File: src/rtl/spi_image_loader_pkg.sv
`default_nettype none
// ============================================================================
//  Module      : spi_image_loader_pkg
//  Description : Shared foreground types and constants for the SPI image path.
//  Revision    : 1.0 - initial release
// ============================================================================
package spi_image_loader_pkg;

    localparam int SRAM_DELAY   = 5;
    localparam int HEADER_BYTES = 8;
    localparam int FG_PRECISION = 11;

    typedef logic [15:0]                  rgb565_t;
    typedef logic signed [FG_PRECISION:0] coord_t;

    typedef struct packed {
        rgb565_t pixel;
        coord_t  x;
        coord_t  y;
    } pix_entry_t;

    typedef enum logic [1:0] {
        ST_IDLE   = 2'd0,
        ST_HEADER = 2'd1,
        ST_PIXELS = 2'd2,
        ST_DRAIN  = 2'd3
    } state_t;

endpackage
`default_nettype wire

File: src/rtl/spi_image_loader_pixel_fifo.sv
`default_nettype none
// ============================================================================
//  Module      : pixel_fifo
//  Description : Synchronous FIFO with flush; a push is accepted while full
//                when a pop happens in the same cycle.
//  Revision    : 1.0 - initial release
// ============================================================================
module pixel_fifo
    import spi_image_loader_pkg::*;
#(
    parameter int DEPTH = 4,
    parameter int WIDTH = $bits(pix_entry_t)
) (
    input  logic             clk,
    input  logic             rst,
    input  logic             flush,
    input  logic             push,
    input  logic [WIDTH-1:0] din,
    input  logic             pop,
    output logic [WIDTH-1:0] dout,
    output logic             full,
    output logic             empty
);

    localparam int c_AW = $clog2(DEPTH);

    logic [WIDTH-1:0] r_mem [DEPTH];
    logic [c_AW:0]    r_wr;
    logic [c_AW:0]    r_rd;
    logic             w_do_pop;
    logic             w_do_push;

    // Extra pointer MSB distinguishes full from empty.
    assign empty     = (r_wr == r_rd);
    assign full      = (r_wr[c_AW] != r_rd[c_AW]) && (r_wr[c_AW-1:0] == r_rd[c_AW-1:0]);
    assign w_do_pop  = pop && !empty;
    assign w_do_push = push && (!full || w_do_pop);
    assign dout      = r_mem[r_rd[c_AW-1:0]];

    always_ff @(posedge clk) begin
        if (rst || flush) begin
            r_wr <= '0;
            r_rd <= '0;
        end else begin
            if (w_do_push) r_wr <= r_wr + 1'b1;
            if (w_do_pop)  r_rd <= r_rd + 1'b1;
        end
    end

    always_ff @(posedge clk) begin
        if (w_do_push && !flush) r_mem[r_wr[c_AW-1:0]] <= din;
    end

endmodule
`default_nettype wire

File: src/rtl/spi_image_loader.sv
`default_nettype none
// ============================================================================
//  Module      : spi_image_loader
//  Description : Parses an SPI rectangle upload into clipped, coordinate-tagged
//                RGB565 pixels and hands them to the FG SRAM wrapper.
//  Revision    : 1.0 - initial release
// ============================================================================
module spi_image_loader
    import spi_image_loader_pkg::*;
#(
    parameter int X_RES      = 800,
    parameter int Y_RES      = 600,
    parameter int PRECISION  = FG_PRECISION,
    parameter int FIFO_DEPTH = 4
) (
    input  logic                  clk,
    input  logic                  rst,
    input  logic                  frozen,
    input  logic                  frame_start,
    input  logic                  byte_valid,
    input  logic [7:0]            byte_in,
    output logic                  spi_pixel_ready,
    input  logic                  spi_pixel_read,
    output logic [15:0]           spi_pixel_in,
    output logic signed [PRECISION:0] spi_pixel_x,
    output logic signed [PRECISION:0] spi_pixel_y,
    output logic                  busy,
    output logic                  done,
    output logic                  overflow
);

    localparam int                 c_COORD_W = PRECISION + 1;
    localparam int                 c_ENTRY_W = 16 + 2 * c_COORD_W;
    localparam logic signed [16:0] c_X_MAX   = 17'(X_RES - 1);
    localparam logic signed [16:0] c_Y_MAX   = 17'(Y_RES - 1);

    state_t                 r_state, w_state_next;
    logic [2:0]             r_hdr_cnt, w_hdr_idx;
    logic [55:0]            r_hdr;
    logic [63:0]            w_hdr_full;
    logic signed [16:0]     r_x0, r_xlast, r_cx, r_cy;
    logic signed [16:0]     w_x0_ext, w_y0_ext;
    logic [15:0]            r_h_m1, r_row;
    logic                   r_phase;
    logic [7:0]             r_hi;
    logic                   r_slot_valid, w_slot_valid_next;
    logic [c_ENTRY_W-1:0]   r_slot, w_entry, w_fifo_dout;
    logic                   r_ready, r_overflow;
    logic                   w_hdr_byte, w_hdr_last, w_hdr_zero;
    logic                   w_pix_byte, w_pix_valid, w_row_end, w_last_pix, w_in_range;
    logic                   w_push, w_pop, w_ack, w_fifo_full, w_fifo_empty;
    rgb565_t                w_pixel;

    // A byte arriving with frame_start is header byte 0 of the new transaction.
    assign w_hdr_byte  = byte_valid && (frame_start || r_state == ST_HEADER);
    assign w_hdr_idx   = frame_start ? 3'd0 : r_hdr_cnt;
    assign w_hdr_last  = w_hdr_byte && (w_hdr_idx == 3'(HEADER_BYTES - 1));
    assign w_hdr_full  = {r_hdr, byte_in};
    assign w_hdr_zero  = (w_hdr_full[31:16] == 16'd0) || (w_hdr_full[15:0] == 16'd0);
    assign w_x0_ext    = {w_hdr_full[63], w_hdr_full[63:48]};
    assign w_y0_ext    = {w_hdr_full[47], w_hdr_full[47:32]};

    assign w_pix_byte  = byte_valid && !frame_start && (r_state == ST_PIXELS);
    assign w_pix_valid = w_pix_byte && r_phase;
    assign w_pixel     = {r_hi, byte_in};
    assign w_row_end   = (r_cx == r_xlast);
    assign w_last_pix  = w_row_end && (r_row == r_h_m1);
    assign w_in_range  = (r_cx >= 17'sd0) && (r_cx <= c_X_MAX) &&
                         (r_cy >= 17'sd0) && (r_cy <= c_Y_MAX);
    assign w_entry     = {w_pixel, r_cx[c_COORD_W-1:0], r_cy[c_COORD_W-1:0]};

    assign w_push      = w_pix_valid && w_in_range;
    assign w_pop       = !r_slot_valid && !w_fifo_empty && !frame_start;
    // An ack is honoured even after ready fell: the wrapper already issued the write.
    assign w_ack       = spi_pixel_read && r_slot_valid;
    assign w_slot_valid_next = w_ack ? 1'b0 : (w_pop ? 1'b1 : r_slot_valid);

    pixel_fifo #(
        .DEPTH (FIFO_DEPTH),
        .WIDTH (c_ENTRY_W)
    ) u_fifo (
        .clk   (clk),
        .rst   (rst),
        .flush (frame_start),
        .push  (w_push),
        .din   (w_entry),
        .pop   (w_pop),
        .dout  (w_fifo_dout),
        .full  (w_fifo_full),
        .empty (w_fifo_empty)
    );

    always_ff @(posedge clk) begin
        if (rst) r_state <= ST_IDLE;
        else     r_state <= w_state_next;
    end

    always_comb begin
        w_state_next = r_state;
        if (frame_start) begin
            w_state_next = ST_HEADER;
        end else begin
            case (r_state)
                ST_IDLE:   w_state_next = ST_IDLE;
                ST_HEADER: if (w_hdr_last) w_state_next = w_hdr_zero ? ST_IDLE : ST_PIXELS;
                ST_PIXELS: if (w_pix_valid && w_last_pix) w_state_next = ST_DRAIN;
                ST_DRAIN:  if (w_fifo_empty && !r_slot_valid) w_state_next = ST_IDLE;
                default:   w_state_next = ST_IDLE;
            endcase
        end
    end

    always_ff @(posedge clk) begin
        if (rst) begin
            r_hdr_cnt    <= '0;
            r_hdr        <= '0;
            r_x0         <= '0;
            r_xlast      <= '0;
            r_cx         <= '0;
            r_cy         <= '0;
            r_h_m1       <= '0;
            r_row        <= '0;
            r_phase      <= 1'b0;
            r_hi         <= '0;
            r_slot_valid <= 1'b0;
            r_slot       <= '0;
            r_ready      <= 1'b0;
            r_overflow   <= 1'b0;
        end else begin
            if (w_hdr_byte) begin
                r_hdr     <= w_hdr_full[55:0];
                r_hdr_cnt <= w_hdr_idx + 3'd1;
            end else if (frame_start) begin
                r_hdr_cnt <= '0;
            end

            if (w_hdr_last) begin
                r_x0    <= w_x0_ext;
                r_cx    <= w_x0_ext;
                r_cy    <= w_y0_ext;
                r_xlast <= w_x0_ext + $signed({1'b0, w_hdr_full[31:16]}) - 17'sd1;
                r_h_m1  <= w_hdr_full[15:0] - 16'd1;
                r_row   <= '0;
            end else if (w_pix_valid) begin
                if (w_row_end) begin
                    r_cx  <= r_x0;
                    r_cy  <= r_cy + 17'sd1;
                    r_row <= r_row + 16'd1;
                end else begin
                    r_cx  <= r_cx + 17'sd1;
                end
            end

            if (frame_start || w_hdr_last) begin
                r_phase <= 1'b0;
            end else if (w_pix_byte) begin
                r_phase <= ~r_phase;
                if (!r_phase) r_hi <= byte_in;
            end

            if (frame_start)
                r_overflow <= 1'b0;
            else if (w_push && w_fifo_full && !w_pop)
                r_overflow <= 1'b1;

            r_slot_valid <= w_slot_valid_next;
            if (w_pop) r_slot <= w_fifo_dout;
            r_ready      <= w_slot_valid_next && frozen;
        end
    end

    assign spi_pixel_ready = r_ready;
    assign spi_pixel_in    = r_slot[c_ENTRY_W-1 -: 16];
    assign spi_pixel_x     = r_slot[2*c_COORD_W-1 -: c_COORD_W];
    assign spi_pixel_y     = r_slot[c_COORD_W-1:0];
    assign busy            = (r_state != ST_IDLE);
    assign done            = (r_state == ST_DRAIN) && w_fifo_empty && !r_slot_valid;
    assign overflow        = r_overflow;

endmodule
`default_nettype wire
File: config.mk
export PLATFORM = sky130hd
export DESIGN_NAME = spi_image_loader
export DESIGN_NICKNAME = d
export VERILOG_FILES = /design/src/rtl/spi_image_loader_pkg.sv /design/src/rtl/spi_image_loader_pixel_fifo.sv /design/src/rtl/spi_image_loader.sv
export SDC_FILE = /design/constraint.sdc
export NUM_CORES = 1
export LEC_CHECK = 0
export ABC_AREA = 0
export CELL_PAD_IN_SITES_DETAIL_PLACEMENT = 0
export CELL_PAD_IN_SITES_GLOBAL_PLACEMENT = 2
export CORE_UTILIZATION = 35
export CTS_BUF_LIST = sky130_fd_sc_hd__clkbuf_2
export CTS_CLUSTER_SIZE = 20
export DETAILED_ROUTE_END_ITERATION = 7
export PLACE_DENSITY_LB_ADDON = 0.25
export SYNTH_ARGS = -nofsm -noshare
export SYNTH_HDL_FRONTEND = slang
export SYNTH_SLANG_ARGS = --single-unit
File: constraint.sdc
create_clock -name clk -period 8.4 [get_ports clk]
set_input_delay 1.26 -clock clk [delete_from_list [all_inputs] [get_ports clk]]
set_output_delay 1.26 -clock clk [all_outputs]
set_load 0.1 [all_outputs]
Word level (Yosys, flattened, before mapping)
Memory sizes are Yosys's and may differ from the RTL's. A register that Yosys moved wholly into a read port is not among the register bits.
Index checks and enable logic that the tools add are counted.
- add/subtract/negate cells: 9
- order comparisons: 4
- equality and inequality tests: 15
- muxes and demuxes: 18
- bitwise gates (word level): 2
- reduce and logical (&&, ||, !) cells: 48
- operators by type and width (cell ; count):
    17-bit two-way mux ; 6
    17-bit by 2-bit adder with 17-bit output, second input constant ; 2
    17-bit by 1-bit greater-or-equal comparator with 1-bit output, second input constant ; 2
    17-bit by 11-bit less-or-equal comparator with 1-bit output, second input constant ; 2
    16-bit zero test ; 2
    1-bit logical AND ; 24
    16-bit by 17-bit adder with 17-bit output ; 1
    17-bit == test ; 1
    17-bit by 2-bit subtractor with 17-bit output, second input constant ; 1
    16-bit by 1-bit adder with 16-bit output, second input constant ; 1
    16-bit == test ; 1
    16-bit by 1-bit subtractor with 16-bit output, second input constant ; 1
    3-bit by 1-bit adder with 3-bit output, second input constant ; 3
    3-bit AND reduction ; 3
    2-bit two-way mux ; 4
    2-bit one-hot mux with 4 select lines ; 1
    3-bit two-way mux ; 2
    3-bit inequality test, second input constant ; 2
    2-bit nonzero test ; 3
    2-bit OR reduction ; 3
    1-bit zero test ; 5
    1-bit logical OR ; 5
    1-bit two-way mux ; 5
    2-bit == test, second input constant ; 2
    other kinds (11) ; 14
- bits in registers: 178
- memory bits (writable): 160
- input bits: 14
- output and inout port bits: 44
- logic and storage cells: 114
- memories: 1
- memories (memory ; depth ; width ; rd ports ; clocked after Yosys merged registers in ; wr ports ; RTL line ; source):
    u_fifo.r_mem ; 4 ; 40 ; 1 ; 1 ; 1 ; spi_image_loader_pixel_fifo.sv:27 ; logic [WIDTH-1:0] r_mem [DEPTH];

Logic depth before layout (Yosys ltp)
Gate-level depths: netlist of the first run.
- depth in word-level cells: 10
- mapped depth: 13
- depth with buffers taken out: 13

Cells and area by module
Synthesis of the first run repeated with hierarchy kept, for this count alone.
- cell total of the unflattened synthesis: 1624
- area total of the unflattened synthesis: 16806.1 um^2
- modules (own cells, without submodules) (module ; times used ; cells each ; area an instance (um^2) ; seq. area each (um^2)):
    spi_image_loader ; 1 ; 1355 ; 10541.4 ; 4244.1
    pixel_fifo ; 1 ; 269 ; 6264.8 ; 4964.8

Worst setup path after synthesis of the first run
No wires, ideal clock.
- kind: input-to-reg
- start point: input frame_start
- end point: memory u_fifo.r_mem[3][0] (netlist name) (enable)
- setup time: 0.403 ns
- arrival: 3.515 ns
- required time: 7.997 ns
- slack: 4.483 ns
- stages: 6
- path buffers: 1
- cells stage by stage: clkbuf_1 inv_1 nand4_1 a211o_1 a2111oi_2 and2_1
- word-level cells in the longest chain between the ends: 9
- ends and longest elaborated chain (what ; RTL line ; source):
    from (decl) ; spi_image_loader.sv:19 ; input logic frame_start,
    1-bit zero test * ; spi_image_loader_pixel_fifo.sv:51, spi_image_loader.sv:63, spi_image_loader.sv:73 ;
    1-bit logical AND (2 in a row) ; spi_image_loader.sv:63 ; assign w_pix_byte = byte_valid && !frame_start && (r_state == ST_PIXELS);
    1-bit logical AND ; spi_image_loader.sv:64 ; assign w_pix_valid = w_pix_byte && r_phase;
    1-bit logical AND ; spi_image_loader.sv:72 ; assign w_push = w_pix_valid && w_in_range;
    1-bit logical AND ; spi_image_loader_pixel_fifo.sv:37 ; assign w_do_push = push && (!full || w_do_pop);
    1-bit logical AND * ; spi_image_loader_pixel_fifo.sv:51 ; if (w_do_push && !flush) r_mem[r_wr[c_AW-1:0]] <= din;
    1-bit two-way mux * ; spi_image_loader_pixel_fifo.sv:51 ;
    1-bit two-way mux (implied by the code) * ; spi_image_loader_pixel_fifo.sv:51 ;
    to (decl) ; spi_image_loader_pixel_fifo.sv:27 ;
Every way passes the cells marked *; elsewhere a longest branch is shown, timed or not.

Worst setup path in the final report of the first run
- start point: register u_fifo.r_rd[1]
- end point: output done
- word-level cells in the longest chain between the ends: 3
- ends and longest elaborated chain (what ; RTL line ; source):
    from (decl) ; spi_image_loader_pixel_fifo.sv:29 ; logic [c_AW:0] r_rd;
    from (signal assigned) ; spi_image_loader_pixel_fifo.sv:46 ; if (w_do_pop) r_rd <= r_rd + 1'b1;
    3-bit == test ; spi_image_loader_pixel_fifo.sv:34 ; assign empty = (r_wr == r_rd);
    1-bit logical AND (2 in a row) ; spi_image_loader.sv:177 ; assign done = (r_state == ST_DRAIN) && w_fifo_empty && !r_slot_valid;
    to (decl) ; spi_image_loader.sv:28 ; output logic done,
Every way passes these cells.

==> flow_metrics.tcl, run 1 <==
set metrics [dict create \
    status "complete, no violations" \
    slowest_stage "clkdlybuf4s50_1" \
    die_h_um 218 \
    finalMaxSlewViolations 0 \
    synth_edf_count 160 \
    routedWlPerCell_um 17.6 \
    hold_path.class "reg -> reg" \
    ys_top_cells_by_area "edfxtp_1 (29%), dfxtp_1 (27%), nand2_1 (6.1%), mux4_2 (5.5%), a21oi_1 (5.3%)" \
    vias 11500 \
    synth_flop_cell "dfxtp_1" \
    synth_seq_area_share_pct 56.2 \
    pre_cts_slack_ps 3450 \
    cts_tree "done" \
    antenna_found_initial 3 \
    cts_max_level 3 \
    cts_root_buffer "clkbuf_2" \
    rrSetupSlack_ps 4730 \
    wirelength_mm 40.6 \
    p_int_mw 2.45 \
    grt_max_degree 88 \
    grt_pass1_vias 11600 \
    required_ps 7140 \
    startpoint_type "register" \
    synth_area_um2 16300 \
    syn_avg_cell_area_um2 10.6 \
    hold_end "r_slot[1]" \
    grt_pass1_wl_mm 65.2 \
    cp_num_cells 5 \
    start_util_pct 35.7 \
    cts_resized 0 \
    multi_input_area_um2 6510 \
    layout_min_cycle_time_ps 5750 \
    power_mw 3.32 \
    p_switching_mw 0.865 \
    synth_warnings 0 \
    drtPass1Iterations 5 \
    tightest_slew_ps 1140 \
    worstPathCellList "xor2_1 > or3b_2 > or2_2 > nor2_1 > clkdlybuf4s50_1" \
    drt_iter0_markers 543 \
    synthCells 1542 \
    clock_latency_ps 1070 \
    final_layout_size_suffix_gt1_share_pct 14.0 \
    worstSetupPathType "reg -> out" \
    drv_cap 0 \
    met3_length_mm 1.67 \
    finalSetupTns_ps 0 \
    clock_sink_count 378 \
    power_density_nw_per_um2 181 \
    numCtsBuffers 100 \
    yosysTopAreaCell "edfxtp_1" \
    report.final.hold_viol_count 0 \
    hpwl_mm 25.8 \
    highest_layer "met4" \
    slew_headroom_pct 23.8 \
    dieWidth_um 218 \
    met1_length_mm 19.4 \
    core-area_um2 45700 \
    ys_seq_elements 378 \
    hold_start "r_slot[1]" \
    rsz0062_at_grt "false" \
    ioPinCount 58 \
    combPwrFrac_pct 3.1 \
    crit_arrival_ps 4490 \
    end_kind "output port" \
    seqPwrFrac_pct 57.5 \
    place.gp.congestion 0.754 \
    crit_fanout 43 \
    skew_ps 86.4 \
    p_leak_nw 6.71 \
    path_buf_inv 1 \
    antenna_left 0 \
    die_area_um2 47500 \
    fill_cells 4597 \
    hold_buffers 0 \
    area_growth_pct 12.5 \
    reg2reg_depth 6 \
    cts_setup_buffers 0 \
    synthesis.nets 1604 \
    switching_share_pct 26.1 \
    setup_viol 0 \
    r2r-end "u_fifo.r_mem[3][18]" \
    holdPathStages 2 \
    portBuffers 57 \
    setup_slack_ps 2650 \
    overflow 0 \
    clockPowerShare_pct 39.4 \
    crit_family "buffers and inverters" \
    period_share_pct 68.5 \
    nets 1686 \
    wl_met2_mm 18.9 \
    drc_errors 0 \
    async_reset_ff_share_pct 0 \
    max_freq_mhz 174 \
    row_count 78 \
    vdd_drop_max_mv 0.0801 \
    clock_path_buffers 3 \
    yosysUniqueCellTypes 62 \
    cpPeakStageDelay_ps 1170 \
    vias_per_cell 4.99 \
    final-seq-area_um2 9170 \
    grt_use_total_pct 17.7 \
    synth_top_area_share_pct 29.4 \
    clk_pin_slew_worst_paths_ps 90 \
    reg2reg_from "r_cy[0]" \
]
-- cells by family (layout without fill, tap and decap cells) --
| family | Yosys count | in the layout | share of synthesized area, % |
|---|---|---|---|
| buffers and inverters | 175 | 340 | 4.10 |
| AND/OR/NAND/NOR | 506 | 506 | 14.0 |
| AO/OA/AOI/OAI | 300 | 300 | 11.2 |
| XOR/XNOR | 80 | 80 | 4.29 |
| adder cells (fa/ha/maj) | 48 | 48 | 3.72 |
| multiplexers | 55 | 55 | 6.48 |
| other | 0 | 2 | 0 |
| flip-flops | 378 | 378 | 56.2 |
-- registers in the layout, summed over array words and instances, names as in the netlist, 17 cells and up --
name,count
r_hdr,56
u_fifo.r_mem,160
r_cy,17
r_xlast,17
r_slot,40
r_cx,17
-- placed cells by master (no fill, tap or decap), drive strengths merged, types with 9 or more instances in the layout --
| master | n |
|---|---|
| mux4 | 40 |
| mux2i | 10 |
| ha | 47 |
| and2 | 14 |
| nand4 | 26 |
| clkbuf | 149 |
| nor2 | 86 |
| o21ai | 18 |
| buf | 16 |
| dfxtp | 218 |
| o221ai | 14 |
| nor4 | 19 |
| nor3 | 30 |
| a21oi | 173 |
| a211oi | 34 |
| nand2 | 264 |
| inv | 87 |
| xor2 | 55 |
| edfxtp | 160 |
| clkinv | 30 |
| or3 | 9 |
| clkdlybuf4s50 | 56 |
| nand3 | 18 |
| and3 | 9 |
| xnor2 | 25 |
-- per-layer routing --
metal / track usage (%) / up-vias
met3: 3.46 / 46
li1: - / 5717
met4: 6.27 / 0
met2: 28.3 / 204
met5: 0 / -
met1: 23.7 / 5544
-- Yosys cell counts (4+ instances only) --
master / count
a211o_1: 5
a211oi_1: 34
a21o_1: 8
a21oi_1: 173
a311oi_1: 7
a31oi_1: 7
a41oi_1: 5
and2_1: 12
and3_1: 9
buf_1: 16
buf_2: 4
clkbuf_1: 71
dfxtp_1: 218
edfxtp_1: 160
ha_1: 47
inv_1: 83
mux2_2: 4
mux2i_1: 10
mux4_2: 40
nand2_1: 264
nand3_1: 18
nand3b_1: 5
nand4_1: 25
nor2_1: 86
nor2b_1: 5
nor3_1: 29
nor3b_1: 4
nor4_1: 18
o211ai_1: 4
o21a_1: 7
o21ai_0: 17
o221ai_1: 14
o31ai_1: 4
or3_1: 9
or4_1: 4
xnor2_1: 25
xor2_1: 55
-- worst max path at each step --
| stage | startpoint | end | slack (ps) |
|---|---|---|---|
| 4_1_cts | u_fifo.r_rd[1] | done | 2400 |
| 3_3_place_gp | frame_start | u_fifo.r_wr[2] | 3500 |
| 5_1_grt | u_fifo.r_rd[1] | done | 2410 |
| 2_1_floorplan | frame_start | u_fifo.r_mem[3][0] | 4480 |
| 3_5_place_dp | frame_start | u_fifo.r_mem[3][30] | 3450 |
| 6_report | u_fifo.r_rd[1] | done | 2650 |
-- cell type report --
type | instances | share of cell area [%]
clock buffers | 149 | 4.06
repair buffers | 72 | 3.73
diodes | 2 | 0.0272
flip-flops and latches | 378 | 49.9
multi-input cells | 989 | 35.4
well taps | 600 | 4.09
clock inverters | 36 | 1.06
inverters | 83 | 1.70
-- power groups by stage --
stage	logic, mW	registers [mW]	clock network (mW)
after CTS	0.105	1.91	1.37
after global placement	0.104	1.95	0
final	0.102	1.91	1.31
after detailed placement	0.104	1.95	0
after global routing	0.115	1.91	1.46
after floorplan	0.0687	1.95	0
-- stage by stage --
step | utilization [%] | cells | cell area [µm²] | hold WS [ps]
2_1_floorplan | - | 1542 | 16300 | 434
3_3_place_gp | 38.2 | 2122 | 17400 | 442
3_5_place_dp | 38.2 | 2122 | 17400 | 446
4_1_cts | 40.2 | 2307 | 18400 | 460
5_1_grt | 40.2 | 2309 | 18400 | 474
6_report | 40.2 | 2309 | 18400 | 457
-- worst register-to-register path, stage by stage (launching register included) --
cell	delay, ps
dfxtp_1	620
ha_1	450
nand4b_1	160
a211oi_1	80
o31a_1	280
a2111oi_2	650
and2_2	1030
Note: power is estimated with default switching activity, not from simulation.
==> run 2, diff against run 1 <==
==> constraint.sdc (replaced) <==
create_clock -name clk -period 5.9 [get_ports clk]
set_input_delay 0.885 -clock clk [delete_from_list [all_inputs] [get_ports clk]]
set_output_delay 0.885 -clock clk [all_outputs]
set_load 0.1 [all_outputs]
==> run 2 against run 1 <==
- design area rose by 0.18%
- clock skew shrank 9.0 ps
- first-iteration DRC count is 17% higher
- critical endpoint unchanged
- largest cell class unchanged
- count of clock-buffer cells in the layout grew 13
- routed wire length is 0.66% higher
- critical path depth unchanged
- clock power increased by 46%
- sequential power is 42% higher
- critical path type unchanged
==> flow_metrics.tcl, run 2 (synthesis gave the netlist of run 1 again) <==
set metrics [dict create \
    routedWlPerCell_um 17.7 \
    die_area_um2 47500 \
    cts_tree "done" \
    portBuffers 57 \
    max_freq_mhz 218 \
    overflow 0 \
    startpoint "u_fifo.r_wr[0]" \
    tightest_slew_ps 1100 \
    grt_max_degree 86 \
    die_h_um 218 \
    hold_path.class "in -> reg" \
    drc_errors 0 \
    clock_latency_ps 1010 \
    power_mw 4.77 \
    skew_ps 77.4 \
    crit_fanout 5 \
    numCtsBuffers 101 \
    rrSetupSlack_ps 2270 \
    hold_end "r_xlast[4]" \
    antenna_left 0 \
    cts_root_buffer "clkbuf_2" \
    r2r-end "u_fifo.r_mem[3][6]" \
    nets 1688 \
    finalSetupTns_ps 0 \
    vdd_drop_max_mv 0.0935 \
    row_count 78 \
    grt_pass1_wl_mm 65.0 \
    antenna_found_initial 1 \
    status "complete, no violations" \
    rsz0062_at_grt "false" \
    setup_slack_ps 1320 \
    start_util_pct 35.7 \
    vias 11500 \
    p_leak_nw 6.76 \
    place.gp.congestion 0.767 \
    vias_per_cell 4.98 \
    worstSetupPathType "reg -> out" \
    grt_use_total_pct 17.7 \
    mostFrequentLayoutCells "nand2_1 (263), dfxtp_1 (216), a21oi_1 (173)" \
    power_density_nw_per_um2 259 \
    cts_resized 0 \
    report.final.hold_viol_count 0 \
    finalMaxSlewViolations 0 \
    final_layout_size_suffix_gt1_share_pct 14.7 \
    fin_cells 2307 \
    final_core_util_pct 40.3 \
    final_common_cell "nand2_1" \
    layout_min_cycle_time_ps 4580 \
    met3_length_mm 1.86 \
    largest_register_ffs 160 \
    fill_cells 4577 \
    dp_cells 2123 \
    drt_iter0_markers 636 \
    ioPinCount 58 \
    clock_path_buffers 3 \
    wl_met2_mm 18.7 \
    clk_pin_slew_worst_paths_ps 110 \
    setup_viol 0 \
    slew_headroom_pct 26.5 \
    pre_cts_slack_ps 1620 \
    end_kind "output port" \
    drtPass1Iterations 5 \
    crit_arrival_ps 3700 \
    required_ps 5020 \
    grt_pass1_vias 11500 \
    area_growth_pct 12.7 \
    wirelength_mm 40.8 \
    startpoint_type "register" \
    highest_layer "met4" \
    met1_length_mm 19.6 \
    holdPathStages 2 \
    period_share_pct 77.7 \
    hold_start "rst" \
    core-area_um2 45700 \
    reg2reg_depth 6 \
    dieWidth_um 218 \
    hold_buffers 0 \
    hpwl_mm 26.1 \
    drv_cap 0 \
    cts_max_level 3 \
    cts_setup_buffers 0 \
    reg2reg_from "r_cy[0]" \
    clock_sink_count 378 \
]
==> run 2: cell types whose count changed in the layout (fill, tap and decap cells not counted), sizes merged <==
| cell | delta |
|---|---|
| buf | +1 |
| clkinvlp | -1 |
| inv | -2 |
| clkinv | -13 |
| bufinv | +1 |
| diode | -1 |
| clkbuf | +13 |
==> run 2: through the flow <==
stage	instance area (µm²)	hold WS (ps)
after global routing	18400	254
final	18400	299
after detailed placement	17400	446
after floorplan	16300	434
after CTS	18400	192
after global placement	17400	444
==> run 2: power breakdown <==
part / total (mW) / switching, mW / internal, mW
clock: 1.91 / 1.10 / 0.810
combinational: 0.147 / 0.101 / 0.0462
sequential: 2.72 / 0.00759 / 2.71
total: 4.77 / 1.20 / 3.56
==> run 2: how the worst max path moves through the flow <==
stage,slack [ps],end,cells past startpoint
after floorplan,2360,u_fifo.r_mem[3][0],6
after global placement,1680,u_fifo.r_wr[2],8
after detailed placement,1620,u_fifo.r_mem[0][33],6
after CTS,1120,done,5
after global routing,1120,done,5
final,1320,done,5
==> run 2: critical path: stages (launching register included) <==
cell,delay (ps)
dfxtp_1,370
xor2_1,190
or3b_2,470
or2_2,330
nor2_1,180
clkdlybuf4s50_1,1170
==> run 2: metal layers <==
metal	vias to the layer above	track usage (%)
met4	0	6.48
li1	5719	-
met3	59	3.33
met5	-	0
met1	5470	24.1
met2	243	27.8
==> run 2: area by class of cell <==
class / instances / area, µm² / area share (%)
sequential: 378 / 9170 / 49.8
multi-input combinational: 989 / 6510 / 35.4
clock buffer: 162 / 811 / 4.41
tap: 600 / 751 / 4.08
timing repair buffer: 73 / 704 / 3.83
inverter: 83 / 312 / 1.69
clock inverter: 21 / 145 / 0.789
antenna: 1 / 2.50 / 0.0136
==> run 3, diff against run 2 <==
==> constraint.sdc (replaced) <==
create_clock -name clk -period 4.24 [get_ports clk]
set_input_delay 0.636 -clock clk [delete_from_list [all_inputs] [get_ports clk]]
set_output_delay 0.636 -clock clk [all_outputs]
set_load 0.1 [all_outputs]
==> run 3 against run 2 <==
- total power increased by 35%
- design area increased by 0.39%
- register-to-register slack worse by 1300 ps
- cell count about the same
- non-clock buffer count is 14 higher
- via count increased by 0.12%
- sequential cell count did not move
- sequential power grew 39%
- critical path depth is the same
- sequential share of layout area down 0.19 points
- combinational power is 44% higher
- die area did not move
- largest cell class unchanged
==> flow_metrics.tcl, run 3 (synthesis gave the netlist of run 1 again) <==
set metrics [dict create \
    tightest_slew_ps 1000 \
    met1_length_mm 19.5 \
    drv_cap 0 \
    final_common_cell "nand2_1" \
    hold_buffers 1 \
    power_mw 6.42 \
    portBuffers 57 \
    vias 11500 \
    die_h_um 218 \
    grt_max_degree 88 \
    slew_headroom_pct 32.8 \
    report.final.hold_viol_count 0 \
    rrSetupSlack_ps 950 \
    clock_path_buffers 3 \
    area_growth_pct 13.2 \
    die_area_um2 47500 \
    grt_pass1_wl_mm 64.7 \
    cts_resized 0 \
    numCtsBuffers 95 \
    multi_input_area_um2 6510 \
    hold_path.class "in -> reg" \
    overflow 0 \
    clock_latency_ps 1040 \
    holdPathStages 2 \
    clk_pin_slew_worst_paths_ps 110 \
    antenna_left 0 \
    final-seq-area_um2 9170 \
    antenna_found_initial 1 \
    cts_tree "done" \
    grt_pass1_vias 11500 \
    mostFrequentLayoutCells "nand2_1 (263), dfxtp_1 (216), a21oi_1 (173)" \
    r2r-end "u_fifo.r_mem[1][23]" \
    hold_start "frozen" \
    crit_arrival_ps 2870 \
    drc_errors 0 \
    drtPass1Iterations 4 \
    crit_fanout 3 \
    reg2reg_depth 7 \
    skew_ps 95.7 \
    max_freq_mhz 285 \
    required_ps 3600 \
    rsz0062_at_grt "false" \
    dieWidth_um 218 \
    largest_register_ffs 160 \
    ioPinCount 58 \
    hold_end "spi_pixel_ready" \
    worstSetupPathType "reg -> out" \
    nets 1696 \
    clock_sink_count 378 \
    p_leak_nw 6.74 \
    layout_min_cycle_time_ps 3510 \
    power_density_nw_per_um2 348 \
    core-area_um2 45700 \
    cts_setup_buffers 0 \
    routedWlPerCell_um 17.5 \
    cts_max_level 3 \
    wl_met2_mm 18.6 \
    grt_use_total_pct 17.6 \
    fill_cells 4554 \
    final_layout_size_suffix_gt1_share_pct 13.8 \
    end_kind "output port" \
    cts_root_buffer "clkbuf_2" \
    start_util_pct 35.7 \
    status "complete, no violations" \
    place.gp.congestion 0.758 \
    finalSetupTns_ps 0 \
    period_share_pct 82.7 \
    reg2reg_from "r_cy[0]" \
    vdd_drop_max_mv 0.197 \
    hpwl_mm 26.6 \
    met3_length_mm 1.60 \
    highest_layer "met4" \
    finalMaxSlewViolations 0 \
    setup_viol 0 \
    drt_iter0_markers 568 \
    row_count 78 \
    wirelength_mm 40.4 \
    vias_per_cell 4.99 \
    startpoint_type "register" \
]
==> run 3: layout make-up <==
class,instances,share of cell area [%]
Inverter,83,1.69
Multi-Input combinational cell,989,35.2
Sequential cell,378,49.6
Tap cell,600,4.06
Timing Repair Buffer,87,4.72
Clock buffer,131,3.55
Clock inverter,35,1.09
Antenna cell,2,0.0271
==> run 3: how the worst max path moves through the flow <==
stage	slack [ps]	to	from	depth (start not counted)
final	730	done	u_fifo.r_wr[2]	5
after floorplan	890	u_fifo.r_mem[3][0]	r_cy[0]	7
after global routing	490	done	u_fifo.r_wr[2]	5
after CTS	540	done	u_fifo.r_wr[2]	5
after global placement	550	u_fifo.r_mem[1][23]	frame_start	7
after detailed placement	510	u_fifo.r_mem[1][21]	frame_start	7
==> run 3: worst max-delay path, stage by stage (launching register included) <==
cell	delay (ps)
dfxtp_1	350
xnor2_1	210
or3b_2	480
or2_2	320
nor2_1	170
buf_4	320
==> run 3: metal layers <==
| layer | global-route usage [%] | vias to the layer above |
|---|---|---|
| met5 | 0 | - |
| met4 | 6.69 | 0 |
| met3 | 3.36 | 47 |
| met2 | 27.6 | 225 |
| met1 | 23.9 | 5508 |
| li1 | - | 5725 |
==> run 3: report_power, final <==
part / internal, mW / switching, mW / total (mW)
registers: 3.77 / 0.0103 / 3.78
clock network: 0.966 / 1.47 / 2.43
logic: 0.0701 / 0.141 / 0.211
total: 4.81 / 1.62 / 6.42
==> run 3: through the flow <==
step	setup slack, ps	hold slack (ps)	cells	utilization [%]	instance area, µm²
after CTS	539	72.7	2303	40.4	18500
after global placement	545	442	2136	38.5	17600
after detailed placement	506	447	2136	38.5	17600
final	732	198	2305	40.5	18500
after global routing	493	88.3	2305	40.5	18500
after floorplan	886	434	1542	-	16300
